===== config.mk =====
export PLATFORM = sky130hd
export DESIGN_NAME = pe_row_pixel_feeder
export DESIGN_NICKNAME = d
export VERILOG_FILES = /design/src/rtl/pe_row_pixel_feeder.sv
export SDC_FILE = /design/constraint.sdc
export NUM_CORES = 1
export LEC_CHECK = 0
export ABC_AREA = 1
export ABC_CLOCK_PERIOD_IN_PS = 2200
export CORE_ASPECT_RATIO = 1.75
export CORE_MARGIN = 2
export CORE_UTILIZATION = 53
export CTS_BUF_LIST = sky130_fd_sc_hd__clkbuf_4 sky130_fd_sc_hd__clkbuf_8 sky130_fd_sc_hd__clkbuf_16
export CTS_CLUSTER_SIZE = 40
export DETAILED_ROUTE_END_ITERATION = 10
export GPL_ROUTABILITY_DRIVEN = 0
export HOLD_SLACK_MARGIN = 0.12
export PLACE_DENSITY = 0.9
export SYNTH_ARGS = -nofsm -noshare
export SYNTH_HDL_FRONTEND = slang
export SYNTH_SLANG_ARGS = --single-unit

===== constraint.sdc =====
create_clock -name clk -period 2.2 [get_ports clk]
set_input_delay 0.33 -clock clk [delete_from_list [all_inputs] [get_ports clk]]
set_output_delay 0.33 -clock clk [all_outputs]
set_load 0.005 [all_outputs]

===== src/rtl/pe_row_pixel_feeder.sv =====
// Packs a serial pixel stream into LANES-wide vectors plus a CAST-lane side vector for a PE row.
// Two storage levels (staging, output register); one input bubble per vector while staging hands off.
module pe_row_pixel_feeder #(
  parameter int LANES = 16,
  parameter int DW    = 8,
  parameter int CAST  = 3
) (
  input  logic          clk,
  input  logic          rst,
  input  logic [1:0]    mode,
  input  logic          in_valid,
  output logic          in_ready,
  input  logic [DW-1:0] in_data,
  input  logic          in_last,
  output logic          out_valid,
  input  logic          out_ready,
  output logic [DW-1:0] pixel [LANES-1:0],
  output logic [DW-1:0] pixel_cast [CAST-1:0],
  output logic          frame_done
);

  localparam int CW = $clog2(LANES);

  typedef enum logic {FILL, FULL} state_t;

  state_t        state, state_nx;
  logic [CW-1:0] lane_cnt;
  logic [DW-1:0] staging [LANES-1:0];
  logic [DW-1:0] carry [CAST-1:0];
  logic [DW-1:0] cast_nx [CAST-1:0];
  logic [1:0]    mode_q;
  logic          first_of_frame;
  logic          last_stage;
  logic          last_out;
  logic          accept;
  logic          xfer;
  logic          lane_end;

  assign in_ready   = (state == FILL);
  assign accept     = in_valid & in_ready;
  assign xfer       = (state == FULL) & (~out_valid | out_ready);
  assign lane_end   = (lane_cnt == CW'(LANES - 1));
  assign frame_done = out_valid & out_ready & last_out;

  always_comb begin
    state_nx = state;
    case (state)
      FILL:    if (accept && (lane_end || in_last)) state_nx = FULL;
      FULL:    if (xfer) state_nx = FILL;
      default: state_nx = FILL;
    endcase
  end

  // Overlap mode reuses the previous vector's tail; broadcast repeats the head of this one.
  always_comb begin
    for (int k = 0; k < CAST; k++) begin
      cast_nx[k] = '0;
      case (mode_q)
        2'd1:    cast_nx[k] = carry[k];
        2'd2:    cast_nx[k] = staging[k];
        default: cast_nx[k] = '0;
      endcase
    end
  end

  always_ff @(posedge clk) begin
    if (rst) begin
      state          <= FILL;
      lane_cnt       <= '0;
      mode_q         <= '0;
      first_of_frame <= 1'b1;
      last_stage     <= 1'b0;
      last_out       <= 1'b0;
      out_valid      <= 1'b0;
      for (int i = 0; i < LANES; i++) begin
        staging[i] <= '0;
        pixel[i]   <= '0;
      end
      for (int k = 0; k < CAST; k++) begin
        carry[k]      <= '0;
        pixel_cast[k] <= '0;
      end
    end else begin
      state <= state_nx;

      if (accept) begin
        staging[lane_cnt] <= in_data;
        first_of_frame    <= in_last;
        if (lane_cnt == '0 && first_of_frame) mode_q <= mode;
        if (in_last) begin
          last_stage <= 1'b1;
          lane_cnt   <= '0;
        end else if (lane_end) begin
          lane_cnt <= '0;
        end else begin
          lane_cnt <= lane_cnt + CW'(1);
        end
      end

      if (xfer) begin
        out_valid  <= 1'b1;
        last_out   <= last_stage;
        last_stage <= 1'b0;
        for (int i = 0; i < LANES; i++) begin
          pixel[i]   <= staging[i];
          staging[i] <= '0;
        end
        for (int k = 0; k < CAST; k++) begin
          pixel_cast[k] <= cast_nx[k];
          carry[k]      <= last_stage ? '0 : staging[LANES-CAST+k];
        end
      end else if (out_valid && out_ready) begin
        out_valid <= 1'b0;
      end
    end
  end

endmodule


==> run_results.csv, run 1 <==
group,metric,value,unit
place,dp.cells,1589,
yosys,synth_nets,1195,
sta,fin_crit_sh,85.4,%
floorplanning,io_pins,170,
clock_network,cts-root-buf,"clkbuf_16",
place,dp_hpwl,17800,um
min_path,holdPathStages,2,
clock_network,cts.repair.resized,0,
yosys,ys_types,17,
yosys,avgSynthCellArea,9.59,sq um
finish,fillers,1453,
critical_path,r2r_start,"lane_cnt[0]$_SDFFE_PP0N_",
finish,area_growth,27.1,%
yosys,seq_area_frac_synth,69.5,%
power_and_ir_drop,netSwitchingFraction,22.2,%
power_and_ir_drop,ir_drop,0.706,mV
grt,grt_pass1_vias,8387,
yosys,ys_seq_elements,315,
sta,setup_viol,0,
critical_path,path_class,"reg -> out",
floorplanning,row_count,70,
grt,grt_pass1_wl,42700,um
detailed_routing,routedWlPerCell,16.9,um
detailed_routing,dr.pass1.iters,5,
job,cap_violations,0,
sta,slew-limit-headroom,41.2,%
critical_path,crit_required,1870,ps
detailed_routing,routed_via_density,5.24,
clock_network,cts_buffers,26,
power_and_ir_drop,combinationalPowerShare,5.6,%
critical_path,critPathArrivalTime,1550,ps
power_and_ir_drop,p_per_area,824,mW/mm^2
sta,rsz0062_at_grt,"false",
floorplanning,die_area,0.0225,sq mm
sta,final_max_slew_viol_count,0,
floorplanning,die_y,197,um
grt,grt_overflow,0,
clock_network,cts_sinks,315,
clock_network,cts_tree,"done",
grt,track_usage,24.4,%
sta,clock.fmax,532,MHz
detailed_routing,drtIter0Drc,771,
power_and_ir_drop,p_int,9160,uW
floorplanning,floorplan.initialDensity,54.0,%
detailed_routing,drc,0,
detailed_routing,wirelength,27700,um
clock_network,clkLatencyLatePin,540,ps
clock_network,htree_levels,1,
critical_path,startpoint_type,"register",
critical_path,r2r_cells,6,
clock_network,cts_hold_buf,0,
min_path,hold_start,"staging[8][4]$_SDFFCE_PN0P_",
sta,timing.final.crit_period,1880,ps
sta,hold_ws,438,ps
yosys,ys_warn_count,0,
floorplanning,coreArea,0.0208,sq mm
finish,fin_cells,1637,
power_and_ir_drop,switchingPower,2620,uW
grt,grt_max_degree,65,
power_and_ir_drop,p_total,11800,uW
critical_path,end_kind,"primary output",
sta,tightest_slew,881,ps
critical_path,path_max_fanout,3,
sta,clock-skew-final,15.8,ps
floorplanning,die_w,114,um
finish,diodes,0,
yosys,netlist_area,0.0113,sq mm
yosys,syn_inst,1174,
sta,tns,0,ps
finish,fin_nets,1386,
critical_path,startpoint,"out_valid$_SDFFE_PP0P_",
finish,drive_above_1_share,7.73,%
power_and_ir_drop,leakagePower,0.00619,uW
detailed_routing,ant_nets,0,
run_status,status,"completed",
sta,final_hold_viol_count,0,
power_and_ir_drop,p_clk_share,39.6,%
min_path,hold_class,"reg -> reg",
place,io_buffers,169,
detailed_routing,vias,8573,
clock_network,clkSlewWorstSetupHoldPaths,70,ps
clock_network,postCtsSetupBuffers,0,
clock_network,cts_buffer_depth,3,
grt,antenna_found_initial,0,
power_and_ir_drop,power_frac_seq,54.8,%
placed cells by master, fill, tap and decap left out, drive strengths merged:
master         synthesis  routed
bufinv                 0       1
o21ai                  2       2
clkdlybuf4s50          0     169
edfxtp               152     152
a21oi                 27      27
clkinvlp               0       2
o31ai                  1       1
clkinv                 0      10
inv                   31      32
nand2                558     558
nand3                 14      14
nor2                 168     168
ha                     6       6
clkbuf                25      34
buf                   27      46
dfxtp                163     163
synth_stat cells:
cell	count	area [sq um]
a21oi_1	27	135
buf_1	2	7.51
buf_2	25	125
clkbuf_1	25	93.8
dfxtp_1	163	3260
edfxtp_1	152	4560
ha_1	6	75.1
inv_1	28	105
inv_2	3	11.3
nand2_1	556	2090
nand2_2	2	12.5
nand3_1	7	35.0
nand3_2	7	70.1
nor2_1	165	619
nor2_4	3	33.8
o21ai_0	2	10.0
o31ai_1	1	7.51
stage by stage:
step | worst slack, ps | instance area, sq um | utilization [%]
final | 321 | 14300 | 68.6
after global routing | 241 | 14300 | 68.6
after CTS | 304 | 14300 | 68.6
after detailed placement | 19.1 | 13400 | 64.4
after global placement | 56.3 | 13400 | 64.4
after floorplan | 287 | 11300 | -
final cells by class:
| cell class | instances | area [sq um] | area share (%) |
|---|---|---|---|
| clock buffers | 34 | 766 | 5.35 |
| clock inverters | 14 | 105 | 0.735 |
| inverters | 31 | 119 | 0.831 |
| multi-input cells | 776 | 3090 | 21.6 |
| flip-flops and latches | 315 | 7830 | 54.7 |
| well taps | 252 | 315 | 2.20 |
| repair buffers | 215 | 2090 | 14.6 |
power by group through the flow:
stage                     clock (uW)  sequential (uW)  combinational, uW
after floorplan                    0             6550                337
after CTS                       4700             6450                652
after global routing            4900             6470                710
final                           4670             6460                657
after detailed placement           0             6580                640
after global placement             0             6570                623
routing by layer:
metal	global-route usage [%]	up-vias	share of wire, %
met5	0	-	0
met4	13.0	0	5.1
met3	4.12	103	7.7
met2	43.5	397	52
met1	27.4	4006	36
li1	-	4067	-
worst paths after layout:
check	slack, ps	end
min	440	pixel[68]$_SDFFE_PP0P_
min reg2reg	440	pixel[68]$_SDFFE_PP0P_
max reg2reg	380	staging[2][3]$_SDFFCE_PN0P_
max	320	frame_done
worst max-delay path: stages (launching register included):
cell and delay, ps:
dfxtp_1 360, nand2_1 60, nor2_1 90, clkdlybuf4s50_1 500
cell families (layout without fill, tap and decap cells):
logic type	Yosys count	after routing	share of synthesized area (%)
fa+ha+maj	6	6	0.667
flops	315	315	69.5
compound gates	30	30	1.36
buf+inv	83	294	3.05
simple gates	740	740	25.4
sequential cells by signal (all words and copies together), names as in the netlist:
register,flops
carry,24
lane_cnt,4
staging,128
mode_q,2
last_out,1
first_of_frame,1
state,1
out_valid,1
pixel,128
last_stage,1
pixel_cast,24
No activity file was read; power rests on OpenSTA's default activity.
==> run 2: changes to the inputs <==
Settings changed: SLEW_MARGIN set to 30.
==> results of run 2 <==
Same layout as run 1: the final DEF is identical, and so are final timing and power.
